### src/rtl/pipe_hazard_ctrl_if.sv
// Control bundle between the five-stage pipeline datapath and its hazard sequencer.
// With PIPE_PERF_EN defined, the bundle also carries the stall/flush performance counters.
interface pipe_hazard_ctrl_if
`ifdef PIPE_PERF_EN
    #(parameter int CNT_W = 32)
`endif
    ;
    // Hazard sources observed in ID, EX and MEM
    logic [4:0] id_rs;
    logic [4:0] id_rt;
    logic       ex_mem_read;
    logic [4:0] ex_rt;
    logic       br_taken;
    logic       mem_req;
    logic       mem_ready;

    // Per-stage controls, sticky error and debug state
    logic       pc_en;
    logic       en_a;
    logic       en_b;
    logic       en_c;
    logic       en_d;
    logic       flush_a;
    logic       flush_b;
    logic       flush_c;
    logic       mem_err;
    logic [1:0] state;
`ifdef PIPE_PERF_EN
    logic [CNT_W-1:0] stall_cycles;
    logic [CNT_W-1:0] flush_events;
`endif

    // No valid/ready pair here: the datapath presents hazard sources every
    // cycle, and the sequencer answers in the same cycle with the enables and
    // flushes that the next posedge applies.
    modport master (
        output id_rs, id_rt, ex_mem_read, ex_rt, br_taken, mem_req, mem_ready,
        input  pc_en, en_a, en_b, en_c, en_d, flush_a, flush_b, flush_c,
        input  mem_err, state
`ifdef PIPE_PERF_EN
        , input stall_cycles, flush_events
`endif
    );

    modport slave (
        input  id_rs, id_rt, ex_mem_read, ex_rt, br_taken, mem_req, mem_ready,
        output pc_en, en_a, en_b, en_c, en_d, flush_a, flush_b, flush_c,
        output mem_err, state
`ifdef PIPE_PERF_EN
        , output stall_cycles, flush_events
`endif
    );
endinterface

### src/rtl/pipe_hazard_ctrl.sv
// Hazard sequencer for the IF/ID, ID/EX, EX/MEM and MEM/WB buffers (load-use, MEM branch, memory wait/timeout).
// Optional macro PIPE_PERF_EN adds saturating stall_cycles / flush_events counters.
module pipe_hazard_ctrl #(
    parameter int MEM_TIMEOUT = 15
`ifdef PIPE_PERF_EN
    , parameter int CNT_W = 32
`endif
) (
    input  logic                clk,
    input  logic                rst,
    pipe_hazard_ctrl_if.slave   bus
);
    localparam int WCW = (MEM_TIMEOUT < 1) ? 1 : $clog2(MEM_TIMEOUT + 1);
    localparam logic [WCW-1:0] TMO = WCW'(MEM_TIMEOUT);
    localparam bit TMO_EN = (MEM_TIMEOUT != 0);

    typedef enum logic [1:0] {
        ST_RUN  = 2'd0,
        ST_WAIT = 2'd1,
        ST_ERR  = 2'd2
    } state_t;

    state_t         r_state;
    logic [WCW-1:0] r_wait_cnt;
    logic           r_mem_err;

    state_t         w_state_nxt;
    logic [WCW-1:0] w_wait_cnt_nxt;
    logic           w_mem_err_nxt;
    logic           w_hz;
    logic           w_mem_stall;

    // Load in EX writing a register that the instruction in ID reads; r0 never hazards
    assign w_hz = bus.ex_mem_read && (bus.ex_rt != 5'd0) &&
                  ((bus.ex_rt == bus.id_rs) || (bus.ex_rt == bus.id_rt));
    assign w_mem_stall = bus.mem_req && !bus.mem_ready;

    always_ff @(posedge clk) begin
        if (rst) begin
            r_state    <= ST_RUN;
            r_wait_cnt <= '0;
            r_mem_err  <= 1'b0;
        end else begin
            r_state    <= w_state_nxt;
            r_wait_cnt <= w_wait_cnt_nxt;
            r_mem_err  <= w_mem_err_nxt;
        end
    end

    always_comb begin
        w_state_nxt    = r_state;
        w_wait_cnt_nxt = r_wait_cnt;
        w_mem_err_nxt  = r_mem_err;
        case (r_state)
            ST_RUN: begin
                if (w_mem_stall) begin
                    w_state_nxt    = ST_WAIT;
                    w_wait_cnt_nxt = WCW'(1);
                end
            end
            ST_WAIT: begin
                if (!bus.mem_ready) begin
                    // The count includes the RUN cycle that first saw the miss
                    if (TMO_EN && (r_wait_cnt == TMO)) begin
                        w_state_nxt   = ST_ERR;
                        w_mem_err_nxt = 1'b1;
                    end else if (r_wait_cnt != '1) begin
                        w_wait_cnt_nxt = r_wait_cnt + WCW'(1);
                    end
                end else begin
                    w_state_nxt    = ST_RUN;
                    w_wait_cnt_nxt = '0;
                end
            end
            ST_ERR: begin
                w_state_nxt = ST_ERR;
            end
            default: begin
                w_state_nxt    = ST_RUN;
                w_wait_cnt_nxt = '0;
            end
        endcase
    end

    always_comb begin
        bus.pc_en   = 1'b1;
        bus.en_a    = 1'b1;
        bus.en_b    = 1'b1;
        bus.en_c    = 1'b1;
        bus.en_d    = 1'b1;
        bus.flush_a = 1'b0;
        bus.flush_b = 1'b0;
        bus.flush_c = 1'b0;
        if (rst) begin
            {bus.pc_en, bus.en_a, bus.en_b, bus.en_c, bus.en_d} = 5'b00000;
            {bus.flush_a, bus.flush_b, bus.flush_c}             = 3'b111;
        end else if ((r_state == ST_ERR) ||
                     ((r_state == ST_RUN) && w_mem_stall) ||
                     ((r_state == ST_WAIT) && !bus.mem_ready)) begin
            {bus.pc_en, bus.en_a, bus.en_b, bus.en_c, bus.en_d} = 5'b00000;
        end else if (bus.br_taken) begin
            // Squash the three younger instructions; PC loads the branch target
            {bus.flush_a, bus.flush_b, bus.flush_c} = 3'b111;
        end else if (w_hz) begin
            bus.pc_en   = 1'b0;
            bus.en_a    = 1'b0;
            bus.flush_b = 1'b1;
        end
    end

    assign bus.mem_err = r_mem_err;
    assign bus.state   = r_state;

`ifdef PIPE_PERF_EN
    logic [CNT_W-1:0] r_stall_cycles;
    logic [CNT_W-1:0] r_flush_events;

    always_ff @(posedge clk) begin
        if (rst) begin
            r_stall_cycles <= '0;
            r_flush_events <= '0;
        end else begin
            if (!bus.pc_en && (r_state != ST_ERR) && (r_stall_cycles != '1)) begin
                r_stall_cycles <= r_stall_cycles + CNT_W'(1);
            end
            if (bus.flush_a && (r_flush_events != '1)) begin
                r_flush_events <= r_flush_events + CNT_W'(1);
            end
        end
    end

    assign bus.stall_cycles = r_stall_cycles;
    assign bus.flush_events = r_flush_events;
`endif
endmodule

### src/flat_wrapper.sv
// flat-port wrapper written by rule: the top's interface ports become plain ports
module pipe_hazard_ctrl_flat 
#(
    parameter int MEM_TIMEOUT = 15

)
  (clk, rst, bus_id_rs, bus_id_rt, bus_ex_mem_read, bus_ex_rt, bus_br_taken, bus_mem_req, bus_mem_ready, bus_pc_en, bus_en_a, bus_en_b, bus_en_c, bus_en_d, bus_flush_a, bus_flush_b, bus_flush_c, bus_mem_err, bus_state);
  pipe_hazard_ctrl_if bus_i ();
  input  logic clk;
  input  logic rst;
  input wire logic [$bits(bus_i.id_rs)-1:0] bus_id_rs;
  input wire logic [$bits(bus_i.id_rt)-1:0] bus_id_rt;
  input wire logic [$bits(bus_i.ex_mem_read)-1:0] bus_ex_mem_read;
  input wire logic [$bits(bus_i.ex_rt)-1:0] bus_ex_rt;
  input wire logic [$bits(bus_i.br_taken)-1:0] bus_br_taken;
  input wire logic [$bits(bus_i.mem_req)-1:0] bus_mem_req;
  input wire logic [$bits(bus_i.mem_ready)-1:0] bus_mem_ready;
  output wire logic [$bits(bus_i.pc_en)-1:0] bus_pc_en;
  output wire logic [$bits(bus_i.en_a)-1:0] bus_en_a;
  output wire logic [$bits(bus_i.en_b)-1:0] bus_en_b;
  output wire logic [$bits(bus_i.en_c)-1:0] bus_en_c;
  output wire logic [$bits(bus_i.en_d)-1:0] bus_en_d;
  output wire logic [$bits(bus_i.flush_a)-1:0] bus_flush_a;
  output wire logic [$bits(bus_i.flush_b)-1:0] bus_flush_b;
  output wire logic [$bits(bus_i.flush_c)-1:0] bus_flush_c;
  output wire logic [$bits(bus_i.mem_err)-1:0] bus_mem_err;
  output wire logic [$bits(bus_i.state)-1:0] bus_state;
  assign bus_i.id_rs = bus_id_rs;
  assign bus_i.id_rt = bus_id_rt;
  assign bus_i.ex_mem_read = bus_ex_mem_read;
  assign bus_i.ex_rt = bus_ex_rt;
  assign bus_i.br_taken = bus_br_taken;
  assign bus_i.mem_req = bus_mem_req;
  assign bus_i.mem_ready = bus_mem_ready;
  assign bus_pc_en = bus_i.pc_en;
  assign bus_en_a = bus_i.en_a;
  assign bus_en_b = bus_i.en_b;
  assign bus_en_c = bus_i.en_c;
  assign bus_en_d = bus_i.en_d;
  assign bus_flush_a = bus_i.flush_a;
  assign bus_flush_b = bus_i.flush_b;
  assign bus_flush_c = bus_i.flush_c;
  assign bus_mem_err = bus_i.mem_err;
  assign bus_state = bus_i.state;
  pipe_hazard_ctrl #(.MEM_TIMEOUT(MEM_TIMEOUT)) u_core (.clk(clk), .rst(rst), .bus(bus_i));
endmodule
### config.mk
export PLATFORM = sky130hd
export DESIGN_NAME = pipe_hazard_ctrl_flat
export DESIGN_NICKNAME = d
export VERILOG_FILES = /design/src/rtl/pipe_hazard_ctrl_if.sv /design/src/rtl/pipe_hazard_ctrl.sv /design/src/flat_wrapper.sv
export SDC_FILE = /design/constraint.sdc
export NUM_CORES = 1
export LEC_CHECK = 0
export CAP_MARGIN = 20
export CORE_MARGIN = 2
export CORE_UTILIZATION = 38
export DETAILED_ROUTE_END_ITERATION = 8
export PLACE_DENSITY = 0.83
export SLEW_MARGIN = 10
export SYNTH_ARGS = -nofsm -noshare
export SYNTH_HDL_FRONTEND = slang
export SYNTH_SLANG_ARGS = --single-unit
### constraint.sdc
create_clock -name clk -period 3.8 [get_ports clk]
set_input_delay 0.57 -clock clk [delete_from_list [all_inputs] [get_ports clk]]
set_output_delay 0.57 -clock clk [all_outputs]
set_load 0.01 [all_outputs]
; Word-level counts from Yosys, hierarchy flattened
; Cells that the tools add are included.
[totals]
regBits = 7
out_inout_bits = 11
wordCells = 52
[op_classes]
bitwise = 2
n_reduce_logical = 14
n_eq_ne = 10
mux = 22
n_addsub = 1
[op_table]
columns = cell, n
row1 = $mux 4, 4
row2 = $mux 1, 13
row3 = $pmux 4 s3, 1
row4 = $eq 5x5->1, 2
row5 = $mux 2, 3
row6 = $ne 3x2->1 const B, 2
row7 = $pmux 2 s3, 1
row8 = $logic_and 1x1->1, 5
row9 = $reduce_bool 5->1, 1
row10 = $add 4x1->4 const B, 1
row11 = $eq 4x4->1 const B, 1
row12 = $ne 4x4->1 const B, 1
row13 = $reduce_and 4->1, 1
row14 = $logic_or 1x1->1, 3
row15 = $ne 3x3->1 const B, 1
row16 = $reduce_and 3->1, 1
row17 = $eq 2x1->1 const B, 1
row18 = $eq 2x2->1 const B, 1
row19 = $logic_not 2->1, 1
row20 = $ne 2x1->1 const B, 1
row21 = $not 1->1, 2
row22 = $reduce_and 2->1, 1
row23 = $logic_not 1->1, 1

; Logic depth before layout (Yosys ltp)
; Gate-level depths: netlist of run 1.
[logic_depth]
depth_word = 7
ltp_mapped = 5
ltp_nobuf = 5

; Least setup slack after synthesis of run 1
; No wires, ideal clock.
[synth_path]
path_kind = in2out
from = input bus_ex_rt[1]
to = output bus_pc_en
stages = 4
path_buffers = 1
arrival_time_ns = 1.615
slack_ns = 1.615
cell_sequence = or4_1 -> o21ai_0 -> o31a_1 -> buf_4
[synth_via]
elab_chain_len = 7
elab_cells_between_ends = 10
cone_classes = 2 x eq/ne / 4 x mux / 4 x reduce/logical
[synth_rtl]
columns = element, line_no
row1 = start: declaration, flat_wrapper.sv:14  ; input wire logic [$bits(bus_i.ex_rt)-1:0] bus_ex_rt;
row2 = $eq 5x5->1 or $reduce_bool 5->1 (tied branches), "pipe_hazard_ctrl.sv:35, pipe_hazard_ctrl.sv:34"
row3 = $logic_or 1x1->1 or $logic_and 1x1->1 (tied branches), "pipe_hazard_ctrl.sv:35, pipe_hazard_ctrl.sv:34"
row4 = $logic_and 1x1->1 (*), pipe_hazard_ctrl.sv:34  ; assign w_hz = bus.ex_mem_read && (bus.ex_rt != 5'd0) &&
row5 = $mux 1 (*) (4 in series), --
row6 = end: declaration, flat_wrapper.sv:18  ; output wire logic [$bits(bus_i.pc_en)-1:0] bus_pc_en;
; Every way passes the cells marked *; elsewhere a longest branch is shown, timed or not.

; Final worst setup path of run 1
[layout_path]
from = input bus_ex_rt[1]
to = output bus_en_a
[layout_via]
elab_chain_len = 7
elab_cells_between_ends = 10
cone_classes = 2 x eq/ne / 4 x mux / 4 x reduce/logical
[layout_rtl]
columns = element, line_no
row1 = $eq 5x5->1 or $reduce_bool 5->1 (tied branches), "pipe_hazard_ctrl.sv:35, pipe_hazard_ctrl.sv:34"
row2 = $logic_or 1x1->1 or $logic_and 1x1->1 (tied branches), "pipe_hazard_ctrl.sv:35, pipe_hazard_ctrl.sv:34"
row3 = $logic_and 1x1->1 (*), pipe_hazard_ctrl.sv:34
row4 = $mux 1 (*), pipe_hazard_ctrl.sv:104  ; end else if (w_hz) begin
row5 = $mux 1 (*), pipe_hazard_ctrl.sv:101  ; end else if (bus.br_taken) begin
row6 = $mux 1 (*), pipe_hazard_ctrl.sv:97  ; end else if ((r_state == ST_ERR) ||
row7 = $mux 1 (*), pipe_hazard_ctrl.sv:94  ; if (rst) begin
row8 = end: declaration, flat_wrapper.sv:19  ; output wire logic [$bits(bus_i.en_a)-1:0] bus_en_a;
; Marked as above.

==> results.txt, run 1 <==
Setup TNS: 0 ps
Min cycle time layout: 3170 ps
Placed wire-length estimate: 1090 microns
Antenna Nets Post-Route: 0
CTS sink cnt: 7
Row count: 13
WL/cell: 12.2 microns
Share of cells above drive strength 1: 0.0319
Drt pass-1 iters: 4
Fin. Hold Viols: 0
Crit path DAT: 2600 ps
Sw Pwr: 56.9 uW
Net Sw Frac: 0.269
Sequential power share: 0.364
Hold_sp: u_core.bus.mem_err
# setup viols final: 0
Routed WL: 1330 microns
Peak VDD IR: 0.117 mV
Sequential share of the synthesized area: 0.273
Drt via density: 5.28
Yosys warning total: 0
Crit path max fanout: 3
Max-slew violations: 0
Die extent in y: 40.8 microns
Syn Inst Count: 64
Max Cap Violations: 0
Achievable Freq: 315 MHz
Initial antenna violation count: 0
# Post-CTS Setup Buffers: 0
End of the worst register-to-register path: u_core.r_wait_cnt[2]
FF-to-FF setup slack: 2230 ps
Area delta synth->final: 62.5%
RSZ-0062 raised after global routing: false
Avg Cell Area, Syn: 8.04 sq um
CTS resizes: 0
GRT overflow: 0
Startpoint types: primary input
Root Driver: clkbuf_4
Setup crit end kind: output pin
Crit. Startpoint: bus_ex_rt[1]
Slew headroom: 0.727
GR Util All Layers: 0.195
Yosys cell types: 26
Largest net degree at the start of global routing: 10
PortBufs: 31
Ports: 32
Logic pwr share: 0.303
Reg2Reg Depth: 5
Final non-filler cell total: 109
Clock power share: 0.333
Starting Density: 0.400
Commonest non-fill, non-tap cells in the layout: clkdlybuf4s50_1 (31), xor2_1 (10), nor2_1 (7), dfxtp_1 (7), a21oi_1 (6)
Final antenna diode count: 0
Placer Congestion: 0.728
Leak pwr: 0.000306 uW
Worst hold path class: reg2reg
Die X: 40.8 microns
Drc violations: 0
First-pass GRT wire length: 2090 microns
Clock transition at path regs: 50 ps
Setup slack after layout: 630 ps
Commonest non-fill, non-tap cell in the layout: clkdlybuf4s50_1
Outcome: complete, no violations
Reg-to-Reg Start: u_core.r_wait_cnt[0]
WHS Path Cells: 2
Clock Skews: 3.75 ps
TritonCTS Buffers: 3
PD cells: 253 nW/um^2
Iter 0 DRT Violations: 7
Hold-fix buffers, CTS: 0
Die Area: 1660 sq um
Htree depth: 1
Pre-CTS setup slack: 638 ps
Tot Pwr: 212 uW
TritonCTS clock tree: yes
Worst Path Required: 3230 ps
WHS Endpoint: u_core.bus.mem_err
CP Class: in2out
Worst-Margin Slew: 408 ps
Syn Std Cell Area: 514 sq um
Vias in the first global route: 528
Total internal power: 155 uW
Dpl cells: 105
Vias: 576
Skew-Pair Late Insertion Delay: 260 ps
Post-Syn Nets: 86
Final net count: 117
Maximum buffer depth of the clock tree: 2
Core area: 1280 sq um
#FFs+latches synth: 7
Period utilization: 0.834
metal layers:
layer,wire (microns),track usage,part of all wire
met5,0,0,0
met4,38,0.167,0.029
met3,108,0.0489,0.081
met2,686,0.316,0.52
met1,495,0.208,0.37
state kept, by name (all words and copies together), names as in the netlist:
register            cells
u_core.bus.mem_err      1
u_core.bus.state        2
u_core.r_wait_cnt       4
synth_stat cells:
master / n / share of area
nor2_1: 7 / 0.051
a311oi_1: 1 / 0.017
nor3b_1: 1 / 0.015
a22oi_1: 1 / 0.015
xor2_1: 10 / 0.17
o31ai_1: 2 / 0.029
ha_1: 1 / 0.024
nand2b_1: 1 / 0.012
inv_1: 2 / 0.015
or3b_1: 2 / 0.034
nand4_1: 2 / 0.024
o21ai_0: 3 / 0.029
o32ai_1: 1 / 0.017
nand3_1: 1 / 0.0097
nor3_1: 2 / 0.019
nand2_1: 1 / 0.0073
nand3b_1: 1 / 0.015
buf_4: 4 / 0.058
nor2b_1: 1 / 0.012
o31a_1: 2 / 0.034
and2b_1: 1 / 0.015
or4_1: 1 / 0.015
or3_1: 2 / 0.024
a21oi_1: 6 / 0.058
clkbuf_1: 1 / 0.0073
dfxtp_1: 7 / 0.27
through the flow:
stage,hold slack (ps),util,cell area (sq um)
global placement,437,0.630,810
CTS,447,0.650,836
detailed placement,439,0.630,810
global route,478,0.650,836
floorplan,449,-,514
finish,447,0.650,836
final cells by class:
type,count,area (sq um)
inverters,2,7.51
fillers,120,449
multi-input cells,50,333
well taps,15,18.8
flip-flops and latches,7,140
repair buffers,31,310
clock buffers,4,26.3
power groups by stage:
stage,combinational [uW],clock (uW),sequential [uW]
after floorplan,27.6,0,78.3
after global placement,63.2,0,78.4
after detailed placement,64.3,0,78.5
after CTS,64.5,72.6,76.9
after global routing,69.7,74.0,77.1
final,64.1,70.6,77.0
logic make-up after synthesis:
| group | after synthesis | synth area share |
|---|---|---|
| adders and majority gates | 1 | 0.0243 |
| AOI/OAI and AO/OA | 16 | 0.200 |
| xor gates and xnor gates | 10 | 0.170 |
| and+or+nand+nor | 23 | 0.253 |
| DFF | 7 | 0.272 |
| buffers and inverters | 7 | 0.0803 |
worst max-delay path, cell delays in order:
cell and delay [ps]:
clkdlybuf4s50_1 460, or4_1 540, o21ai_0 280, o31a_1 200, clkdlybuf4s50_1 550
how the worst max path moves through the flow:
| stage | endpoint | slack (ps) | depth (start not counted) |
|---|---|---|---|
| detailed placement | bus_en_a | 640 | 5 |
| finish | bus_en_a | 630 | 5 |
| CTS | bus_en_a | 630 | 5 |
| floorplan | bus_pc_en | 1610 | 4 |
| global route | bus_en_a | 550 | 5 |
| global placement | bus_en_a | 730 | 5 |
(Power assumes the default switching activity.)
==> run 2, diff against run 1 <==
--- a/config.mk
+++ b/config.mk
@@ -7,9 +7,9 @@
 export LEC_CHECK = 0
 export CAP_MARGIN = 20
 export CORE_MARGIN = 2
-export CORE_UTILIZATION = 38
+export CORE_UTILIZATION = 35
 export DETAILED_ROUTE_END_ITERATION = 8
-export PLACE_DENSITY = 0.83
+export PLACE_DENSITY = 0.77
 export SLEW_MARGIN = 10
 export SYNTH_ARGS = -nofsm -noshare
 export SYNTH_HDL_FRONTEND = slang
==> constraint.sdc (replaced) <==
create_clock -name clk -period 3.2 [get_ports clk]
set_input_delay 0.48 -clock clk [delete_from_list [all_inputs] [get_ports clk]]
set_output_delay 0.48 -clock clk [all_outputs]
set_load 0.01 [all_outputs]
==> run 2 against run 1 <==
  * Critical path depth stayed put
  * Combinational power is 19% higher
  * First-iteration DRC count is 57% lower
  * Via count is 1.2% higher
  * Global-route usage is 3.0 points lower
  * Critical endpoint is now bus_pc_en
  * Clock power is 18% higher
  * Setup slack worse by 340 ps
  * Flip-flop and latch count stayed put
  * Highest routed layer unchanged
  * Register-to-register slack worse by 590 ps
  * Final area stayed put
  * Largest cell class unchanged
==> results.txt, run 2 (synthesis results as in run 1) <==
Outcome: complete, no violations (unchanged)
Die X: 42.3 microns (was 40.8 microns)
Htree depth: 1 (unchanged)
Most flops, register: u_core.r_wait_cnt (unchanged)
Row count: 13 (unchanged)
Fin. Hold Viols: 0 (unchanged)
Period utilization: 0.909
# setup viols final: 0 (unchanged)
Share of cells above drive strength 1: 0.0319 (unchanged)
Drt via density: 5.35 (was 5.28)
Leak pwr: 0.000306 uW (unchanged)
PD cells: 300 nW/um^2 (was 253 nW/um^2)
Crit path DAT: 2430 ps (was 2600 ps)
Count of buffer and inverter cells on the critical path: 2 (unchanged)
Iter 0 DRT Violations: 3 (was 7)
Drc violations: 0 (unchanged)
CTS sink cnt: 7 (unchanged)
WL/cell: 12.0 microns (was 12.2 microns)
Placed wire-length estimate: 1080 microns (was 1090 microns)
Max reg flops: 4 (unchanged)
Worst Path Required: 2720 ps (was 3230 ps)
Total placed instance area: 810 sq um (unchanged)
Hold-fix buffers, CTS: 0 (unchanged)
Crit-path max cell delay: 540 ps (was 550 ps)
Skew-Pair Late Insertion Delay: 260 ps (about the same)
Die extent in y: 42.3 microns (was 40.8 microns)
TritonCTS Buffers: 3 (unchanged)
Filler cells: 133 (was 120)
Min cycle time layout: 2910 ps
# Post-CTS Setup Buffers: 0 (unchanged)
Crit. Startpoint: bus_ex_rt[1] (unchanged)
Worst-Margin Slew: 395 ps (was 408 ps)
Worst hold path class: reg2reg (unchanged)
Root Driver: clkbuf_4 (unchanged)
Most used cell, CP: clkdlybuf4s50_1 (unchanged)
Area delta synth->final: 62.5% (unchanged)
Commonest non-fill, non-tap cells in the layout: clkdlybuf4s50_1 (31), xor2_1 (10), nor2_1 (7), dfxtp_1 (7), a21oi_1 (6) (unchanged)
Starting Density: 0.386 (was 0.400)
Die Area: 1790 sq um (was 1660 sq um)
CP cell instances: clkdlybuf4s50_1 -> or4_1 -> o21ai_0 -> o31a_1 -> clkdlybuf4s50_1 (unchanged)
Reg area: 140 sq um (unchanged)
Crit path max fanout: 3 (unchanged)
Achievable Freq: 344 MHz
Vias: 583 (was 576)
End of the worst register-to-register path: u_core.r_wait_cnt[0] (was u_core.r_wait_cnt[2])
Final Cell Area: 836 sq um (unchanged)
Final antenna diode count: 0 (unchanged)
Largest net degree at the start of global routing: 10 (unchanged)
CP Class: in2out (unchanged)
GRT overflow: 0 (unchanged)
Drt pass-1 iters: 3 (was 4)
Final core occ: 0.627 (was 0.650)
Commonest non-fill, non-tap cell in the layout: clkdlybuf4s50_1 (unchanged)
Core area: 1330 sq um (was 1280 sq um)
TritonCTS clock tree: yes (unchanged)
Clock transition at path regs: 50 ps (about the same)
Worst setup endpoint: bus_pc_en (was bus_en_a)
Area of the multi-input gates: 333 sq um (unchanged)
First-pass GRT wire length: 2230 microns (was 2090 microns)
Routed WL: 1310 microns (was 1330 microns)
Maximum buffer depth of the clock tree: 2 (unchanged)
Initial antenna violation count: 0 (unchanged)
Max Cap Violations: 0 (unchanged)
Startpoint types: primary input (unchanged)
PortBufs: 31 (unchanged)
RSZ-0062 raised after global routing: false (unchanged)
Reg2Reg Depth: 4 (was 5)
FF-to-FF setup slack: 1640 ps (was 2230 ps)
Setup TNS: 0 ps (unchanged)
Vias in the first global route: 586 (was 528)
WHS: 452 ps (was 447 ps)
Reg-to-Reg Start: u_core.r_wait_cnt[0] (unchanged)
Setup crit end kind: output pin (unchanged)
Peak VDD IR: 0.134 mV (was 0.117 mV)
Max-slew violations: 0 (unchanged)
Clock Skews: 1.29 ps (was 3.75 ps)
CTS resizes: 0 (unchanged)
Ports: 32 (unchanged)
Antenna Nets Post-Route: 0 (unchanged)
Slew headroom: 0.736 (was 0.727)
GR Util All Layers: 0.165 (was 0.195)
Final net count: 117 (unchanged)
WP depth: 5 (unchanged)
Cell at the slowest stage of the critical path: or4_1 (was clkdlybuf4s50_1)
Crit path max-delay family: buffers and inverters (unchanged)
Placer Congestion: 0.728 (about the same)
==> run 2: worst min-delay path by stage <==
| stage | start | to | slack (ps) | cells past startpoint |
|---|---|---|---|---|
| floorplan | u_core.r_wait_cnt[1] | u_core.r_wait_cnt[1] | 450 | 2 |
| global placement | u_core.bus.mem_err | u_core.bus.mem_err | 440 | 2 |
| detailed placement | u_core.bus.mem_err | u_core.bus.mem_err | 450 | 2 |
| CTS | u_core.bus.mem_err | u_core.bus.mem_err | 460 | 2 |
| global route | u_core.bus.mem_err | u_core.bus.mem_err | 480 | 2 |
| finish | u_core.bus.mem_err | u_core.bus.mem_err | 450 | 2 |
==> run 2: stage by stage <==
| step | setup slack [ps] | power (uW) | instances |
|---|---|---|---|
| detailed placement | 277 | 170 | 105 |
| CTS | 269 | 254 | 109 |
| floorplan | 1190 | 126 | 64 |
| global route | 151 | 263 | 109 |
| global placement | 315 | 168 | 105 |
| finish | 291 | 251 | 109 |
==> run 2: report_power, final <==
part | total, uW | switching, uW | internal, uW
sequential | 91.5 | 2.51 | 89.0
combinational | 76.0 | 29.0 | 47.0
clock | 83.5 | 35.7 | 47.8
==> run 2: layer usage <==
layer / global-route usage / part of all wire
met1: 0.159 / 0.38
met2: 0.308 / 0.54
met4: 0.113 / 0.017
met3: 0.0302 / 0.061
met5: 0 / 0
==> run 2: worst reg2reg max path, stage by stage (launching register included) <==
cell and delay [ps]:
dfxtp_1 380, ha_1 210, nand4_1 180, or3_1 410, a311oi_1 280
==> run 2: area by class of cell <==
| cell class | instances | share of cell area |
|---|---|---|
| Inverter | 2 | 0.00898 |
| Multi-Input combinational cell | 50 | 0.398 |
| Tap cell | 15 | 0.0225 |
| Sequential cell | 7 | 0.168 |
| Clock buffer | 4 | 0.0314 |
| Timing Repair Buffer | 31 | 0.371 |
